$ cat src/rtl/mc_ctrl_pkg.sv
// Shared encodings for the multicycle MIPS main control unit:
// opcodes, FSM state codes and datapath mux/ALU select codes.
package mc_ctrl_pkg;

    localparam logic [5:0] OP_R    = 6'b000000;
    localparam logic [5:0] OP_LW   = 6'b100011;
    localparam logic [5:0] OP_SW   = 6'b101011;
    localparam logic [5:0] OP_BEQ  = 6'b000100;
    localparam logic [5:0] OP_BNE  = 6'b000101;
    localparam logic [5:0] OP_J    = 6'b000010;
    localparam logic [5:0] OP_ADDI = 6'b001000;

    typedef enum logic [3:0] {
        S_FETCH  = 4'd0,
        S_DECODE = 4'd1,
        S_MEMADR = 4'd2,
        S_MEMRD  = 4'd3,
        S_MEMWB  = 4'd4,
        S_MEMWR  = 4'd5,
        S_EXEC   = 4'd6,
        S_RWB    = 4'd7,
        S_BRANCH = 4'd8,
        S_JUMP   = 4'd9,
        S_ADDIEX = 4'd10,
        S_IWB    = 4'd11
    } state_e;

    localparam logic [1:0] ALUOP_ADD   = 2'b00;
    localparam logic [1:0] ALUOP_SUB   = 2'b01;
    localparam logic [1:0] ALUOP_FUNCT = 2'b10;

    localparam logic [1:0] SRCB_B     = 2'b00;
    localparam logic [1:0] SRCB_4     = 2'b01;
    localparam logic [1:0] SRCB_IMM   = 2'b10;
    localparam logic [1:0] SRCB_IMMSH = 2'b11;

    localparam logic [1:0] PCSRC_ALU    = 2'b00;
    localparam logic [1:0] PCSRC_ALUOUT = 2'b01;
    localparam logic [1:0] PCSRC_JUMP   = 2'b10;

    // BNE and ADDI only exist when the extension set is enabled.
    function automatic logic op_legal(input logic [5:0] op, input logic en_ext);
        case (op)
            OP_R, OP_LW, OP_SW, OP_BEQ, OP_J: return 1'b1;
            OP_BNE, OP_ADDI:                  return en_ext;
            default:                          return 1'b0;
        endcase
    endfunction

endpackage

$ cat src/rtl/mc_ctrl_outdec.sv
// Moore output decoder: registered state (plus op / mem_ready gating)
// to every datapath enable and mux select.
module mc_ctrl_outdec
    import mc_ctrl_pkg::*;
#(
    parameter bit EN_EXT = 1'b1
) (
    input  logic       active_i,
    input  state_e     state_i,
    input  logic [5:0] op_i,
    input  logic       mem_ready_i,
    output logic       pc_write_o,
    output logic       pc_write_cond_o,
    output logic       branch_ne_o,
    output logic       i_or_d_o,
    output logic       mem_read_o,
    output logic       mem_write_o,
    output logic       ir_write_o,
    output logic       reg_write_o,
    output logic       reg_dst_o,
    output logic       mem_to_reg_o,
    output logic       alu_src_a_o,
    output logic [1:0] alu_src_b_o,
    output logic [1:0] alu_op_o,
    output logic [1:0] pc_source_o,
    output logic       illegal_o
);

    always_comb begin
        pc_write_o      = 1'b0;
        pc_write_cond_o = 1'b0;
        branch_ne_o     = 1'b0;
        i_or_d_o        = 1'b0;
        mem_read_o      = 1'b0;
        mem_write_o     = 1'b0;
        ir_write_o      = 1'b0;
        reg_write_o     = 1'b0;
        reg_dst_o       = 1'b0;
        mem_to_reg_o    = 1'b0;
        alu_src_a_o     = 1'b0;
        alu_src_b_o     = SRCB_B;
        alu_op_o        = ALUOP_ADD;
        pc_source_o     = PCSRC_ALU;
        illegal_o       = 1'b0;
        // active_i low (reset held) forces every strobe off, FETCH included.
        if (active_i) begin
            case (state_i)
                S_FETCH: begin
                    mem_read_o  = 1'b1;
                    alu_src_b_o = SRCB_4;
                    ir_write_o  = mem_ready_i;
                    pc_write_o  = mem_ready_i;
                end
                S_DECODE: begin
                    alu_src_b_o = SRCB_IMMSH;
                    illegal_o   = !op_legal(op_i, EN_EXT);
                end
                S_MEMADR, S_ADDIEX: begin
                    alu_src_a_o = 1'b1;
                    alu_src_b_o = SRCB_IMM;
                end
                S_MEMRD: begin
                    mem_read_o = 1'b1;
                    i_or_d_o   = 1'b1;
                end
                S_MEMWB: begin
                    reg_write_o  = 1'b1;
                    mem_to_reg_o = 1'b1;
                end
                S_MEMWR: begin
                    mem_write_o = 1'b1;
                    i_or_d_o    = 1'b1;
                end
                S_EXEC: begin
                    alu_src_a_o = 1'b1;
                    alu_op_o    = ALUOP_FUNCT;
                end
                S_RWB: begin
                    reg_write_o = 1'b1;
                    reg_dst_o   = 1'b1;
                end
                S_BRANCH: begin
                    alu_src_a_o     = 1'b1;
                    alu_op_o        = ALUOP_SUB;
                    pc_write_cond_o = 1'b1;
                    pc_source_o     = PCSRC_ALUOUT;
                    branch_ne_o     = (op_i == OP_BNE);
                end
                S_JUMP: begin
                    pc_write_o  = 1'b1;
                    pc_source_o = PCSRC_JUMP;
                end
                S_IWB: begin
                    reg_write_o = 1'b1;
                end
                default: ;
            endcase
        end
    end

endmodule

$ cat src/rtl/mc_ctrl.sv
// Multicycle MIPS main control unit: state register, next-state logic,
// retired-instruction counter; outputs decoded in mc_ctrl_outdec.
module mc_ctrl
    import mc_ctrl_pkg::*;
#(
    parameter bit          WAIT_MEM = 1'b1,
    parameter bit          EN_EXT   = 1'b1,
    parameter int unsigned CNT_W    = 16
) (
    input  logic             clk,
    input  logic             rst,
    input  logic [5:0]       op,
    input  logic             mem_ready,
    output logic             PCWrite,
    output logic             PCWriteCond,
    output logic             BranchNe,
    output logic             IorD,
    output logic             MemRead,
    output logic             MemWrite,
    output logic             IRWrite,
    output logic             RegWrite,
    output logic             RegDst,
    output logic             MemtoReg,
    output logic             ALUSrcA,
    output logic [1:0]       ALUSrcB,
    output logic [1:0]       ALUOp,
    output logic [1:0]       PCSource,
    output logic             illegal,
    output logic [3:0]       state,
    output logic [CNT_W-1:0] instr_cnt
);

    state_e             state_q, state_d;
    logic [CNT_W-1:0]   cnt_q, cnt_d;
    logic               mem_rdy;

    assign mem_rdy = WAIT_MEM ? mem_ready : 1'b1;

    always_ff @(posedge clk or posedge rst) begin
        if (rst) begin
            state_q <= S_FETCH;
        end else begin
            state_q <= state_d;
        end
    end

    always_comb begin
        state_d = state_q;
        case (state_q)
            S_FETCH:  if (mem_rdy) state_d = S_DECODE;
            S_DECODE: begin
                state_d = S_FETCH;
                if (op_legal(op, EN_EXT)) begin
                    case (op)
                        OP_LW, OP_SW:    state_d = S_MEMADR;
                        OP_R:            state_d = S_EXEC;
                        OP_BEQ, OP_BNE:  state_d = S_BRANCH;
                        OP_J:            state_d = S_JUMP;
                        OP_ADDI:         state_d = S_ADDIEX;
                        default:         state_d = S_FETCH;
                    endcase
                end
            end
            S_MEMADR: state_d = (op == OP_LW) ? S_MEMRD : S_MEMWR;
            S_MEMRD:  if (mem_rdy) state_d = S_MEMWB;
            S_MEMWR:  if (mem_rdy) state_d = S_FETCH;
            S_EXEC:   state_d = S_RWB;
            S_ADDIEX: state_d = S_IWB;
            S_MEMWB, S_RWB, S_BRANCH, S_JUMP, S_IWB: state_d = S_FETCH;
            default:  state_d = S_FETCH;
        endcase
    end

    assign cnt_d = (state_q == S_FETCH && mem_rdy) ? cnt_q + CNT_W'(1) : cnt_q;

    always_ff @(posedge clk or posedge rst) begin
        if (rst) begin
            cnt_q <= '0;
        end else begin
            cnt_q <= cnt_d;
        end
    end

    mc_ctrl_outdec #(
        .EN_EXT(EN_EXT)
    ) u_outdec (
        .active_i        (!rst),
        .state_i         (state_q),
        .op_i            (op),
        .mem_ready_i     (mem_rdy),
        .pc_write_o      (PCWrite),
        .pc_write_cond_o (PCWriteCond),
        .branch_ne_o     (BranchNe),
        .i_or_d_o        (IorD),
        .mem_read_o      (MemRead),
        .mem_write_o     (MemWrite),
        .ir_write_o      (IRWrite),
        .reg_write_o     (RegWrite),
        .reg_dst_o       (RegDst),
        .mem_to_reg_o    (MemtoReg),
        .alu_src_a_o     (ALUSrcA),
        .alu_src_b_o     (ALUSrcB),
        .alu_op_o        (ALUOp),
        .pc_source_o     (PCSource),
        .illegal_o       (illegal)
    );

    assign state     = state_q;
    assign instr_cnt = cnt_q;

endmodule

$ cat config.mk
export PLATFORM = sky130hd
export DESIGN_NAME = mc_ctrl
export DESIGN_NICKNAME = d
export VERILOG_FILES = /design/src/rtl/mc_ctrl_pkg.sv /design/src/rtl/mc_ctrl_outdec.sv /design/src/rtl/mc_ctrl.sv
export SDC_FILE = /design/constraint.sdc
export NUM_CORES = 1
export LEC_CHECK = 0
export BUFFER_PORTS_ARGS = -buffer_cell sky130_fd_sc_hd__buf_2
export CAP_MARGIN = 0
export CORE_AREA = 4 4 54 56
export CTS_BUF_LIST = sky130_fd_sc_hd__clkbuf_4 sky130_fd_sc_hd__clkbuf_8
export DETAILED_ROUTE_END_ITERATION = 6
export DIE_AREA = 0 0 58 60
export PLACE_DENSITY = 0.83
export SETUP_SLACK_MARGIN = 0.02
export SYNTH_ARGS = -nofsm -noshare
export SYNTH_HDL_FRONTEND = slang
export SYNTH_SLANG_ARGS = --single-unit
$ cat constraint.sdc
create_clock -name clk -period 4.58 [get_ports clk]
set_input_delay 0 -clock clk [delete_from_list [all_inputs] [get_ports clk]]
set_output_delay 0 -clock clk [all_outputs]
set_load 0.02 [all_outputs]
# Word-level counts from Yosys, hierarchy flattened
# Index checks and enable logic that the tools add are counted.
[word_totals]
ff_bits = 20
word_cells = 76
out_inout_bits = 38
in_bits = 9
[classes]
reduce_logical = 13
addsub = 1
n_eq_ne = 20
n_mux = 40
[op_table]
columns = ["op", "n"]
rows = [
  ["case mux 4 bit (7 select lines)", 1],
  ["2-to-1 mux 1 bit", 26],
  ["case mux 4 bit (5 select lines)", 1],
  ["adder 16 x 1 -> 16 bit (second input constant)", 1],
  ["== test 4 x 3 -> 1 bit (second input constant)", 4],
  ["== test 4 bit (second input constant)", 4],
  ["2-to-1 mux 4 bit", 4],
  ["== test 6 x 3 -> 1 bit (second input constant)", 2],
  ["== test 6 bit (second input constant)", 2],
  ["OR reduction 2 bit", 5],
  ["== test 4 x 2 -> 1 bit (second input constant)", 2],
  ["case mux 2 bit (2 select lines)", 2],
  ["OR reduction 7 bit", 1],
  ["== test 6 x 2 -> 1 bit (second input constant)", 1],
  ["== test 6 x 4 -> 1 bit (second input constant)", 1],
  ["logical NOT 6 bit", 1],
  ["2-to-1 mux 2 bit", 3],
  ["!= test 2 bit (second input constant)", 3],
  ["case mux 2 bit (3 select lines)", 1],
  ["== test 4 x 1 -> 1 bit (second input constant)", 1],
  ["logical NOT 4 bit", 1],
  ["OR reduction 4 bit", 1],
  ["2-to-1 mux 3 bit", 1],
  ["AND reduction 3 bit", 1],
  ["other kinds (4)", 4],
]

# Logic depth before layout (Yosys ltp)
# Gate-level depths: netlist of the first run.
[depth]
depth_word = 8
ltp_mapped = 5
ltp_nobuf = 5

# Modules after synthesis
# A second synthesis of the first run with hierarchy kept.
[hier_totals]
hier_cells = 151
hier_area_um2 = 1457.6
[by_module_without_submodules]
columns = ["mod", "area_per_inst_um2", "seq_area_each_um2", "instances", "cells_per_inst"]
rows = [
  ["mc_ctrl", 1131.1, 500.5, 1, 107],
  ["mc_ctrl_outdec", 326.6, 0.0, 1, 44],
]

# Worst setup path before layout of the first run
# No wires, ideal clock.
[synth_path]
path_type = "reg-to-output"
start = "register state_q[2] (netlist: state[2])"
end = "output port illegal"
setup_slack_ns = 2.555
n_path_buf = 1
required_time_ns = 4.580
stages_incl_launch_ff = 4
arrival_time_ns = 2.025
cell_sequence = "dfrtp_1 > buf_6 > or2_2 > a2111oi_0"
[synth_via]
elab_chain_cells = 3
[synth_lines]
columns = ["item", "line_no", "text"]
rows = [
  ["start: declaration", "mc_ctrl.sv:33", "state_e state_q, state_d;"],
  ["start signal: assignment", "mc_ctrl.sv:43", "state_q <= state_d;"],
  ["== test 4 x 1 -> 1 bit", "--", ""],
  ["2-to-1 mux 1 bit", "mc_ctrl_outdec.sv:47", "case (state_i)"],
  ["2-to-1 mux 1 bit", "mc_ctrl_outdec.sv:46", "if (active_i) begin"],
  ["end: declaration", "mc_ctrl.sv:28", "output logic illegal,"],
]
# No other way between the ends.

# Final worst setup path of the first run
[layout_path]
start = "input port rst"
end = "output port BranchNe"
[layout_via]
elab_chain_cells = 1
[layout_lines]
columns = ["item", "line_no", "text"]
rows = [
  ["start: declaration", "mc_ctrl.sv:11", "input logic rst,"],
  ["2-to-1 mux 1 bit", "mc_ctrl_outdec.sv:46", ""],
  ["end: declaration", "mc_ctrl.sv:16", "output logic BranchNe,"],
]
# No other way between the ends.

==> impl_results.md, run 1 <==
* Maximum VDD drop at 0.245 mV
* Die Span X at 58 um
* GRT overflow at 0
* Yosys reg bits at 20
* DRC viols at 0
* CP Launch Point: rst
* Ratio of cells with drive above 1 in the final layout at 0.299
* Final WL at 3.02 mm
* First-pass DRT Iterations at 4
* Crit Path Class: in2out
* Max-slew violations at 0
* CTS Hold Bufs at 1
* Hold crit path type: in2reg
* Layout Utilization at 0.629
* Clock sinks at 20
* Avg Inst Size Synth at 8.92 um2
* Setup bufs post-CTS at 0
* Deepest clock path buffer count at 2
* Die area at 3480 um2
* Crit path required time at 4.58 ns
* RR Startpoint: state[2]$_DFFE_PP0P_
* Row count at 18
* Commonest non-fill, non-tap cells in the layout: buf_2 (46), dfrtp_1 (20), nand3_1 (13), xnor2_1 (13), nor2_1 (12)
* I/O pin cnt at 47
* Post-route setup TNS at 0 ns
* R2R setup slack at 2.65 ns
* Outcome: finished, final reports clean
* R2r worst-path depth at 4
* # nets final at 195
* Maximum Capacitance Violations at 0
* Initial Util at 0.517
* Via-to-Cell Ratio at 5.77
* Worst EP arrival at 2.34 ns
* Clock Latency Late Sink at 0.30 ns
* Register area at 500 um2
* Overall global routing resource usage at 0.180
* # setup viols final at 0
* Clock Tree Root: clkbuf_4
* Core footprint at 2430 um2
* FMAX at 0.427 GHz
* Multi-input gate area at 701 um2
* H-tree Lvls at 1
* Vias at 1235
* Pwr dens at 348 nW/um2
* Capture point of the worst path: BranchNe
* Antenna violations before repair at 0
* Global-route wire length before repair at 4.92 mm
* Routed Antenna Nets at 0
* Clock transition at path regs at 0.10 ns
* Static Leak at 0.000750 uW
* Slew headroom at 0.464
* Slew @ Worst Pin at 0.804 ns
* Fillers at 216
* Setup Skew at 0.00334 ns
* Maximum number of pins on one net before global-route repair at 23
* Gate Count Post-Synth at 141
* Setup repair after global routing missed its margin: false
* TritonCTS clock tree: built
* Number of global-route vias before repair at 1152
* Sequential share of the synthesized area at 0.398
* CP max FO at 22
* CTS Buf Count at 3
* Period minus WS final at 2.34 ns
* # resized after CTS at 0
* Startpoint types: input pin
* Reg-to-Reg End: instr_cnt[13]$_DFFE_PP0P_
* DPL Wire Length at 2.28 mm
* Post-Syn Area at 1260 um2
* Synth Warn # at 0
* Ant. Diodes at 0
* Final hold viol count at 0
* Layout area overhead at 21.7%
* Fin crit share at 0.511
* Commonest non-fill, non-tap cell in the layout: buf_2
* Routability cong. at 0.864
* Unique masters post-synth at 38
* Die Ht at 60 um
* Syn Nets at 151
* WL per Instance at 14.1 um
* Port bufs at 46
* CP endpoint kind: primary output
* DRT iter0 DRCs at 50
* Hold path startpoint: op[5]
how the worst min path moves through the flow:
stage                                    end  depth (start not counted)  slack (ns)
floorplan           instr_cnt[0]$_DFFE_PP0P_                          1       -0.02
global placement    instr_cnt[2]$_DFFE_PP0P_                          2        0.22
detailed placement  instr_cnt[1]$_DFFE_PP0P_                          2        0.24
CTS                     state[3]$_DFFE_PP0P_                          3        0.03
global route            state[3]$_DFFE_PP0P_                          3        0.04
finish                  state[3]$_DFFE_PP0P_                          3        0.04
flip-flops by register name, indices dropped and copies added (netlist names):
name / flops
instr_cnt: 16
state: 4
critical path: stages:
cell and delay [ns]:
dlygate4sd3_1 0.53, buf_2 0.16, inv_1 0.59, nand3_1 0.27, nor3_1 0.40, and4b_1 0.24, buf_2 0.16
metal layers:
metal | vias to the layer above | routed length [um] | GRT usage
met1 | 580 | 1290 | 0.220
met2 | 52 | 1490 | 0.319
li1 | 596 | - | -
met4 | 0 | 57 | 0.0762
met5 | - | 0 | 0
met3 | 7 | 190 | 0.0194
metrics by stage:
stage / hold slack (ns) / total power (uW) / setup slack (ns) / cells / instance area [um2]
after floorplan: -0.0191 / 371 / 2.55 / 141 / 1260
after global placement: 0.225 / 429 / 2.71 / 209 / 1480
after detailed placement: 0.244 / 435 / 2.67 / 209 / 1480
after CTS: 0.0281 / 535 / 2.22 / 214 / 1530
after global routing: 0.0402 / 560 / 1.94 / 214 / 1530
final: 0.0379 / 532 / 2.24 / 214 / 1530
report_power, final:
group / total (uW) / switching [uW] / internal (uW)
clock network: 101 / 52.1 / 48.5
registers: 254 / 48.0 / 206
logic: 177 / 109 / 68.7
cells by family (layout without fill, tap and decap cells):
kind of cell	Yosys count	after routing	share of synthesized area
and+or+nand+nor	73	73	0.337
DFF	20	20	0.398
muxes	2	2	0.0169
AOI/OAI and AO/OA	17	17	0.0816
xor gates and xnor gates	16	16	0.111
adders and majority gates	1	1	0.00995
buffers and inverters	12	55	0.0448
Yosys cell counts (all sizes together):
cell type  count  share of area
or4            2          0.015
mux2           1         0.0090
inv            4          0.012
xnor2         13          0.091
a2111oi        1         0.0070
nand2b         4          0.020
xor2           3          0.021
buf            3          0.018
mux2i          1         0.0080
a211oi         1         0.0060
nor2b          3          0.015
nand3         13          0.052
dfrtp         20           0.40
and3           2         0.0099
nand2          7          0.021
clkbuf         5          0.015
nor4b          3          0.021
nor3b          1         0.0060
ha             1         0.0099
and3b          1         0.0070
or2            1         0.0050
a21oi          6          0.024
nor2          12          0.036
a2bb2oi        1         0.0070
nor4           9          0.062
nand4          4          0.020
o31ai          1         0.0060
and4b          1         0.0080
a31oi          2         0.0099
o22ai          2         0.0099
o21ai          3          0.012
or3            1         0.0050
nor3           9          0.036
layout make-up:
cell class,count,share of cell area
Sequential cell,20,0.327
Timing Repair Buffer,47,0.157
Tap cell,30,0.0245
Clock buffer,4,0.0237
Multi-Input combinational cell,109,0.458
Inverter,4,0.00981
No activity file was read; power rests on OpenSTA's default activity.
==> run 2: changes to the inputs <==
--- a/config.mk
+++ b/config.mk
@@ -7,11 +7,11 @@
 export LEC_CHECK = 0
 export BUFFER_PORTS_ARGS = -buffer_cell sky130_fd_sc_hd__buf_2
 export CAP_MARGIN = 0
-export CORE_AREA = 4 4 54 56
+export CORE_AREA = 4 4 56 58
 export CTS_BUF_LIST = sky130_fd_sc_hd__clkbuf_4 sky130_fd_sc_hd__clkbuf_8
 export DETAILED_ROUTE_END_ITERATION = 6
-export DIE_AREA = 0 0 58 60
-export PLACE_DENSITY = 0.83
+export DIE_AREA = 0 0 60 62
+export PLACE_DENSITY = 0.77
 export SETUP_SLACK_MARGIN = 0.02
 export SYNTH_ARGS = -nofsm -noshare
 export SYNTH_HDL_FRONTEND = slang
==> constraint.sdc (replaced) <==
create_clock -name clk -period 2.5 [get_ports clk]
set_input_delay 0 -clock clk [delete_from_list [all_inputs] [get_ports clk]]
set_output_delay 0 -clock clk [all_outputs]
set_load 0.02 [all_outputs]
==> impl_results.md, run 2 (same netlist as run 1, synthesis figures left out) <==
* Metal-1 WL at 1.34 mm
* Fin Hold WS at 0.0537 ns
* Worst setup margin at 0.467 ns
* Deepest clock path buffer count at 2
* Startpoint types: flop
* Layout area overhead at 21.3%
* Clock transition at path regs at 0.10 ns
* Setup repair after global routing missed its margin: false
* CTS Buf Count at 3
* GRT overflow at 0
* CP endpoint kind: primary output
* Post-route insts no fill at 215
* Placed cells at 211
* Maximum number of pins on one net before global-route repair at 23
* Final WL at 2.96 mm
* Setup Skew at 0.00819 ns
* Commonest non-fill, non-tap cells in the layout: buf_2 (46), dfrtp_1 (20), nand3_1 (13), xnor2_1 (13), nor2_1 (12)
* Placed cell area at 1490 um2
* Maximum Capacitance Violations at 0
* I/O pin cnt at 47
* Met3 WL post-DR at 192 um
* Fin crit share at 0.813
* # resized after CTS at 0
* Port bufs at 46
* Maximum VDD drop at 0.389 mV
* CP Launch Point: state[3]$_DFFE_PP0P_
* # setup viols final at 0
* Post-route setup TNS at 0 ns
* Row count at 19
* Commonest non-fill, non-tap cell in the layout: buf_2
* DRT iter0 DRCs at 51
* Place WS at 0.564 ns
* Clock Tree Root: clkbuf_4
* Met2 wire length at 1.40 mm
* Hold path startpoint: op[5]
* R2r worst-path depth at 4
* Vias at 1198
* # nets final at 196
* Global-route wire length before repair at 4.93 mm
* Ratio of cells with drive above 1 in the final layout at 0.299
* Slew @ Worst Pin at 0.528 ns
* Die Span X at 60 um
* Via-to-Cell Ratio at 5.57
* Worst EP arrival at 2.03 ns
* Die area at 3720 um2
* Pwr dens at 616 nW/um2
* DPL Wire Length at 2.31 mm
* Uppermost layer routed: met4
* Slew headroom at 0.648
* WL per Instance at 13.8 um
* Final hold viol count at 0
* Design area at 1530 um2
* Crit path required time at 2.50 ns
* TritonCTS clock tree: built
* CP max FO at 18
* Overall global routing resource usage at 0.173
* Die Ht at 62 um
* Period minus WS final at 2.03 ns
* H-tree Lvls at 1
* Crit Path Class: reg2out
* Antenna violations before repair at 0
* Outcome: finished, final reports clean
* Hold crit path type: in2reg
* Max-slew violations at 0
* WHS Path Cells at 3
* Static Leak at 0.000748 uW
* Routed Antenna Nets at 0
* DRC viols at 0
* Ant. Diodes at 0
* FMAX at 0.492 GHz
* Clock Latency Late Sink at 0.30 ns
* Number of global-route vias before repair at 1096
* Clock sinks at 20
* Core footprint at 2660 um2
* Initial Util at 0.472
* Largest register FFs at 16
* Routability cong. at 0.882
* RR Startpoint: state[2]$_DFFE_PP0P_
* First-pass DRT Iterations at 4
[run 2: cell count changes in the layout (fill, tap and decap cells not counted), sizes merged]
cell	before	now
buf	46	47
clkbuf	4	3
[run 2: final cells by class]
type | instances | area (um2)
fillers | 262 | 1140
inverters | 4 | 15.0
repair buffers | 48 | 248
multi-input cells | 109 | 701
clock buffers | 3 | 22.5
flip-flops and latches | 20 | 500
well taps | 31 | 38.8
[run 2: repair_timing]
item	4_1_cts	5_1_grt
setup buffers	0	0
endpoints found under the hold margin	20	0
hold buffers	1	0
[run 2: stage by stage]
| stage | util | power [uW] |
|---|---|---|
| 2_1_floorplan | - | 679 |
| 3_3_place_gp | 0.561 | 788 |
| 3_5_place_dp | 0.561 | 802 |
| 4_1_cts | 0.573 | 943 |
| 5_1_grt | 0.573 | 999 |
| 6_report | 0.573 | 940 |
[run 2: where the power goes]
part | total (uW) | leakage (uW) | internal (uW) | switching (uW)
sequential | 466 | 0.000262 | 377 | 89.2
combinational | 327 | 0.000472 | 128 | 198
clock | 147 | 0.0000138 | 56.1 | 90.5
[run 2: final timing paths]
| kind | end | slack, ns |
|---|---|---|
| min in group asynchronous | instr_cnt[2]$_DFFE_PP0P_ | 0.31 |
| min reg2reg | instr_cnt[15]$_DFFE_PP0P_ | 0.50 |
| max | BranchNe | 0.47 |
| min | state[3]$_DFFE_PP0P_ | 0.05 |
| max in group asynchronous | instr_cnt[5]$_DFFE_PP0P_ | 1.97 |
| max reg2reg | instr_cnt[15]$_DFFE_PP0P_ | 0.57 |
[run 2: critical path, stage by stage, from the launching register on]
cell and delay (ns):
dfrtp_1 0.69, nand3_1 0.26, nor3_1 0.39, and4b_1 0.25
buf_2 0.16
[run 2: per-layer routing]
metal,global-route usage,vias up
met5,0,-
li1,-,597
met2,0.302,42
met1,0.221,554
met3,0.0289,5
met4,0.0475,0
